<file path="src/rtl/regfile_pkg.sv">
// Shared definitions for the register file: bus widths, enable levels, zero constants
// and the clear-sequencer state encodings.
package regfile_pkg;

   localparam int DataW  = 32;
   localparam int AddrW  = 5;
   localparam int RegNum = 32;

   typedef logic [DataW-1:0] RegBus;
   typedef logic [AddrW-1:0] RegAddrBus;

   localparam logic RstEnable   = 1'b1;
   localparam logic WriteEnable = 1'b1;
   localparam logic ReadEnable  = 1'b1;

   localparam RegBus     ZeroWord   = '0;
   localparam RegAddrBus NOPRegAddr = '0;

   typedef enum logic {
      CLEAR = 1'b0,
      READY = 1'b1
   } clr_state_t;

endpackage

</file>
<file path="src/rtl/regfile_clr_seq.sv">
// Post-reset clear sequencer: walks r1..r(NREGS-1) once, writing zero, and raises busy
// until the walk completes.
//
// state | meaning
// CLEAR | zeroing mem[clr_idx] each cycle, busy high, normal writes blocked
// READY | steady state, write port and reads open; left only through rst
module regfile_clr_seq
   import regfile_pkg::*;
#(
   parameter int ADDR_W = AddrW,
   parameter int NREGS  = RegNum
) (
   input  logic              clk,
   input  logic              rst,
   output logic              clr_we,
   output logic [ADDR_W-1:0] clr_addr,
   output logic              ready,
   output logic              busy
);

   localparam logic [ADDR_W-1:0] LastIdx = ADDR_W'(NREGS - 1);

   clr_state_t        state;
   logic [ADDR_W-1:0] clr_idx;

   // clr_idx stops at the last register instead of wrapping back to r0.
   always_ff @(posedge clk) begin
      if (rst == RstEnable) begin
         state   <= CLEAR;
         clr_idx <= ADDR_W'(1);
      end else if (state == CLEAR) begin
         if (clr_idx == LastIdx) begin
            state <= READY;
         end else begin
            clr_idx <= clr_idx + ADDR_W'(1);
         end
      end
   end

   assign clr_we   = (state == CLEAR) && (rst != RstEnable);
   assign clr_addr = clr_idx;
   assign ready    = (state == READY);
   assign busy     = (rst == RstEnable) || (state == CLEAR);

endmodule

</file>
<file path="src/rtl/regfile.sv">
// 32x32 register file, two combinational read ports, one clocked write port, r0 fixed at zero.
// Define REGFILE_BYPASS_EN to forward same-cycle write data to a matching read port.
module regfile
   import regfile_pkg::*;
#(
   parameter int DATA_W = DataW,
   parameter int ADDR_W = AddrW,
   parameter int NREGS  = RegNum
) (
   input  logic              clk,
   input  logic              rst,
   input  logic              we,
   input  logic [ADDR_W-1:0] waddr,
   input  logic [DATA_W-1:0] wdata,
   input  logic              re1,
   input  logic [ADDR_W-1:0] raddr1,
   output logic [DATA_W-1:0] rdata1,
   input  logic              re2,
   input  logic [ADDR_W-1:0] raddr2,
   output logic [DATA_W-1:0] rdata2,
   output logic              busy
);

   localparam logic [DATA_W-1:0] Zero   = DATA_W'(ZeroWord);
   localparam logic [ADDR_W-1:0] NopReg = ADDR_W'(NOPRegAddr);

   logic [DATA_W-1:0] mem [NREGS];

   logic              clr_we;
   logic [ADDR_W-1:0] clr_addr;
   logic              ready;
   logic              wr_ok;
   logic              byp1;
   logic              byp2;

   regfile_clr_seq #(
      .ADDR_W (ADDR_W),
      .NREGS  (NREGS)
   ) u_clr_seq (
      .clk      (clk),
      .rst      (rst),
      .clr_we   (clr_we),
      .clr_addr (clr_addr),
      .ready    (ready),
      .busy     (busy)
   );

   // Writes during CLEAR are dropped outright, not queued.
   assign wr_ok = ready && (rst != RstEnable) && (we == WriteEnable) && (waddr != NopReg);

   always_ff @(posedge clk) begin
      if (clr_we) begin
         mem[clr_addr] <= Zero;
      end else if (wr_ok) begin
         mem[waddr] <= wdata;
      end
   end

`ifdef REGFILE_BYPASS_EN
   assign byp1 = wr_ok && (raddr1 == waddr);
   assign byp2 = wr_ok && (raddr2 == waddr);
`else
   assign byp1 = 1'b0;
   assign byp2 = 1'b0;
`endif

   always_comb begin
      rdata1 = Zero;
      if ((rst == RstEnable) || !ready) begin
         rdata1 = Zero;
      end else if (re1 != ReadEnable) begin
         rdata1 = Zero;
      end else if (raddr1 == NopReg) begin
         rdata1 = Zero;
      end else if (byp1) begin
         rdata1 = wdata;
      end else begin
         rdata1 = mem[raddr1];
      end
   end

   always_comb begin
      rdata2 = Zero;
      if ((rst == RstEnable) || !ready) begin
         rdata2 = Zero;
      end else if (re2 != ReadEnable) begin
         rdata2 = Zero;
      end else if (raddr2 == NopReg) begin
         rdata2 = Zero;
      end else if (byp2) begin
         rdata2 = wdata;
      end else begin
         rdata2 = mem[raddr2];
      end
   end

endmodule

</file>
<file path="config.mk">
export PLATFORM = sky130hd
export DESIGN_NAME = regfile
export DESIGN_NICKNAME = d
export VERILOG_FILES = /design/src/rtl/regfile_pkg.sv /design/src/rtl/regfile_clr_seq.sv /design/src/rtl/regfile.sv
export SDC_FILE = /design/constraint.sdc
export NUM_CORES = 1
export LEC_CHECK = 0
export CORE_ASPECT_RATIO = 1.1
export CORE_MARGIN = 4
export CORE_UTILIZATION = 40
export DETAILED_ROUTE_END_ITERATION = 12
export PLACE_DENSITY_LB_ADDON = 0.08
export SKIP_CTS_REPAIR_TIMING = 1
export SLEW_MARGIN = 20
export SYNTH_ARGS = -nofsm -noshare
export SYNTH_HDL_FRONTEND = slang
export SYNTH_SLANG_ARGS = --single-unit
</file>
<file path="constraint.sdc">
create_clock -name clk -period 8.65 [get_ports clk]
set_clock_uncertainty 0.15 [all_clocks]
set_input_delay 2.1625 -clock clk [delete_from_list [all_inputs] [get_ports clk]]
set_output_delay 2.1625 -clock clk [all_outputs]
set_load 0.1 [all_outputs]
</file>
# Word-level counts from Yosys, hierarchy flattened
# Memories as Yosys holds them, arrays and structs flattened.
# Cells that the tools add are included.
totals:
  ff_bits: 6
  latchBits: 0
  ram_bits: 1024
  romBits: 0
  in_bits: 52
  output_inout_bits: 65
  elab_cells: 36
  mem_count: 1
mem_list:
  columns: ["memory", "depth", "word_bits", "rd", "rd_clocked_by_memory_dff", "write_ports", "line", "rtl"]
  rows:
  - ["mem", 32, 32, 2, 0, 1, "regfile.sv:27", "logic [DATA_W-1:0] mem [NREGS];"]
classes:
  add_sub_neg: 1
  mul: 0
  n_div: 0
  order_cmp: 0
  n_eq_ne: 1
  shifts: 0
  mux: 16
  bitwise_logic: 3
  n_reduce_logical: 12
op_table:
  columns: ["op", "n"]
  rows:
  - ["$mux W32", 7]
  - ["$reduce_or A32 Y1", 1]
  - ["$logic_not A5 Y1", 2]
  - ["$mux W1", 8]
  - ["$add A5 B1 Y5 const B", 1]
  - ["$eq A5 B5 Y1 const B", 1]
  - ["$mux W5", 1]
  - ["$reduce_bool A5 Y1", 1]
  - ["$logic_and A1 B1 Y1", 4]
  - ["$not A1 Y1", 3]
  - ["$logic_or A1 B1 Y1", 2]
  - ["$reduce_and A2 Y1", 1]
  - ["$logic_not A1 Y1", 1]

# Longest topological paths before layout
logic_depth:
  depth_word: 9
  mapped_depth: 9
  mapped_depth_nobuf: 7

# Cells and area by module
# A second synthesis with hierarchy kept.
hier_totals:
  cells_unflattened: 2485
  hier_area_um2: 48366.4
by_module_without_submodules:
  columns: ["mod", "n_inst", "cells_each", "area_per_inst_um2", "seq_area_each_um2"]
  rows:
  - ["regfile", 1, 2456, 48092.4, 30749.5]
  - ["regfile_clr_seq", 1, 29, 274.0, 120.1]

# Worst setup path after synthesis
# OpenSTA, ideal clock, no wires.
synth_path:
  path_type: "input port to output port"
  from: "input port raddr1[1]"
  to: "output port rdata1[31]"
  arrival_time_ns: 5.456
  required_time_ns: 6.338
  setup_slack_ns: 0.881
  stages: 6
  path_buffers: 3
  path_cell_list: "buf_2 > buf_4 > inv_2 > buf_1 > a21oi_1 > o32ai_1"
synth_between:
  elab_chain_cells: 4
  word_cells_on_any_way: 5
  cone_classes: "3 x mux; 1 x reduce/logical; 1 x memory"
synth_lines:
  columns: ["element", "line", "rtl"]
  rows:
  - ["from (decl)", "regfile.sv:16", "input logic [ADDR_W-1:0] raddr1,"]
  - ["$mem_v2 Z32 W32 / $logic_not A5 Y1 (equally long branches)", null, null]
  - ["$mux W32 *", "regfile.sv:73", "end else if (raddr1 == NopReg) begin"]
  - ["$mux W32 *", "regfile.sv:71", "end else if (re1 != ReadEnable) begin"]
  - ["$mux W32 *", "regfile.sv:69", "if ((rst == RstEnable) || !ready) begin"]
  - ["to (decl)", "regfile.sv:17", "output logic [DATA_W-1:0] rdata1,"]
# Mark *: on every way between the ends. The rest lies on a longest branch, timed or not.

# Final worst setup path
layout_path:
  from: "input port rst"
  to: "output port rdata1[12]"
layout_between:
  elab_chain_cells: 2
layout_lines:
  columns: ["element", "line", "rtl"]
  rows:
  - ["from (decl)", "regfile.sv:11", "input logic rst,"]
  - ["$logic_or A1 B1 Y1", "regfile.sv:69", null]
  - ["$mux W32", "regfile.sv:69", null]
# No other way between the ends.

==> metrics.txt <==
status completed; Skew-Pair Late Insertion Delay 0.71 ns; clock root buffer clkbuf_16; Synth top area share 63.57%; Hold WC Path Type reg2reg; final hold vios 0; CTS max path bufs 3; total grt overflow 0; Area Overhead vs Synth 14.85%; fmax 0.1286 GHz; DRC 0; fin crit share 89.87%; most used flip-flop cell after synthesis edfxtp_1; max-cap violations 0; Slew Viols, Final 0; most common cell in the synthesized netlist edfxtp_1; Tmin final 7.773 ns; total core area 119,800 um2; maximum VDD drop 0.1771 mV; Sum Neg Setup Slack 0 ns; Die Area 126,600 um2; Via density 6.566; TritonCTS Buffers 112; max layer used met4; Final ANT Viol Nets 0; final cell count without fillers 4,272; post-synthesis sequential area ratio 63.82%; Syn Area/Cell 19.60 um2; Netlist cell types 60; RSZ-0062 raised after global routing no; Post-synth ARST share 0%; flops & latches, synth 1,030; Synth area leader edfxtp_1; critical path type in2out; Placer Congestion 0.7826; H-tree levels 3; met3 WL post-DR 12.28 mm; worst slew margin relative to its limit 22.77%; crit path capture type output port; leakage power figure 0.01643 uW; CP required 6.34 ns; count of final setup violators 0; Syn Std Cell Area 48,370 um2; critical path fanouts, max 17; number of synthesis warnings 0; Cell Pwr Density 198.5 nW/um2; largest net degree at the start of global routing 71; setup ws final 0.8766 ns; crit path DAT 5.46 ns; Post-Place Cells 4,059; pre-CTS worst setup slack 0.9388 ns; drt wl/cell 39.04 um; first-pass GRT wire length 232.6 mm; initial core utilization 40.37%; Total GRT Usage 26.16%; # nets final 2,676; router iterations before antenna repair 5; hold_ws 0.4366 ns; Post-synth EDFFs 1,024; syn_nets 2,522; Buffers on Ports 116; DP HPWL 97.53 mm; initial antenna violation count 4; Mapped Cells 2,468; die height 372.7 um; layout cells sized above 1 34.02%; Chip Width 339.6 um; synth cell count leaders edfxtp_1, mux4_2, mux2i_1; Iter 0 DRT Violations 3,027; Worst setup SP type input pin; Vias 28,050; Worst-Margin Slew 1.155 ns; row cnt 133; CTS tree done; vias in the first global route 28,770; I/O pin count 117; CTS sink count 1,030; clock slew at reported path FFs 0.06 ns; Met2 Routed Length 80.72 mm; Final Util 46.36%; Area contributors post-synth edfxtp_1, mux4_2, mux2i_1; DRT Wirelength 166.8 mm; M1 wire length 69.47 mm
[where the power goes]
group / internal [uW] / switching, uW / total [uW] / leakage, uW
Sequential: 5470 / 23.8 / 5490 / 0.00812
Clock: 2780 / 2050 / 4830 / 0.00179
Combinational: 293 / 417 / 711 / 0.00652
[registers in the layout, summed over array words and instances (netlist names)]
signal              count
mem                  1024
u_clr_seq.ready         1
u_clr_seq.clr_addr      5
[cell type report]
type | count | area [um2]
clock inverters | 79 | 784.5
fillers | 10050 | 64260
inverters | 9 | 36.28
flip-flops and latches | 1030 | 30870
well taps | 1552 | 1942
multi-input cells | 1233 | 16640
diodes | 4 | 10.01
clock buffers | 129 | 2888
repair buffers | 236 | 2381
[worst max-delay path, stage by stage]
cell and delay, ns:
clkdlybuf4s50_1 0.88, nand4b_1 0.35, or2_2 0.77, buf_4 0.46, o22ai_1 0.17, or2_1 0.36, buf_4 0.27
[stage by stage]
step | power [uW] | cell area, um2
3_3_place_gp | 6306 | 51830
2_1_floorplan | 6046 | 48370
4_1_cts | 11110 | 55510
5_1_grt | 11350 | 55540
3_5_place_dp | 6310 | 51830
6_report | 11030 | 55550
[path summary, 6_finish.rpt]
path	cells past startpoint	slack (ns)	to	from
worst max-delay path	7	0.88	rdata1[12]	rst
worst min-delay path	2	0.44	u_clr_seq.clr_addr[1]	u_clr_seq.clr_addr[1]
worst max register to register	5	4.61	mem[6][20]	u_clr_seq.ready
worst min register to register	2	0.44	u_clr_seq.clr_addr[1]	u_clr_seq.clr_addr[1]
[logic make-up after synthesis]
group                      count (synthesis)  share of synthesized area [%]
DFF                                     1030                          63.82
muxes                                    684                          26.30
AOI/OAI and AO/OA                        306                          4.522
and+or+nand+nor                          238                          2.895
buffers and inverters                    205                          2.354
xor gates and xnor gates                   3                        0.05433
adders and majority gates                  2                        0.05173
[placed cells by master (no fill, tap or decap), types with 24 or more instances in the layout]
cell             instances
o22ai_1                 62
a21oi_1                 66
and2_1                  48
or2_1                   30
clkbuf_16              113
clkinv_1                24
edfxtp_1              1024
buf_12                  37
clkdlybuf4s50_1         45
buf_4                  148
mux2i_1                201
a22oi_1                 61
mux4_2                 468
[metal layers]
| layer | GRT usage [%] | vias to the layer above |
|---|---|---|
| met5 | 0 | - |
| met1 | 37.21 | 15530 |
| met2 | 42.42 | 1289 |
| li1 | - | 11010 |
| met3 | 3.831 | 223 |
| met4 | 7.271 | 0 |
Power figures use the tool's default switching activity.
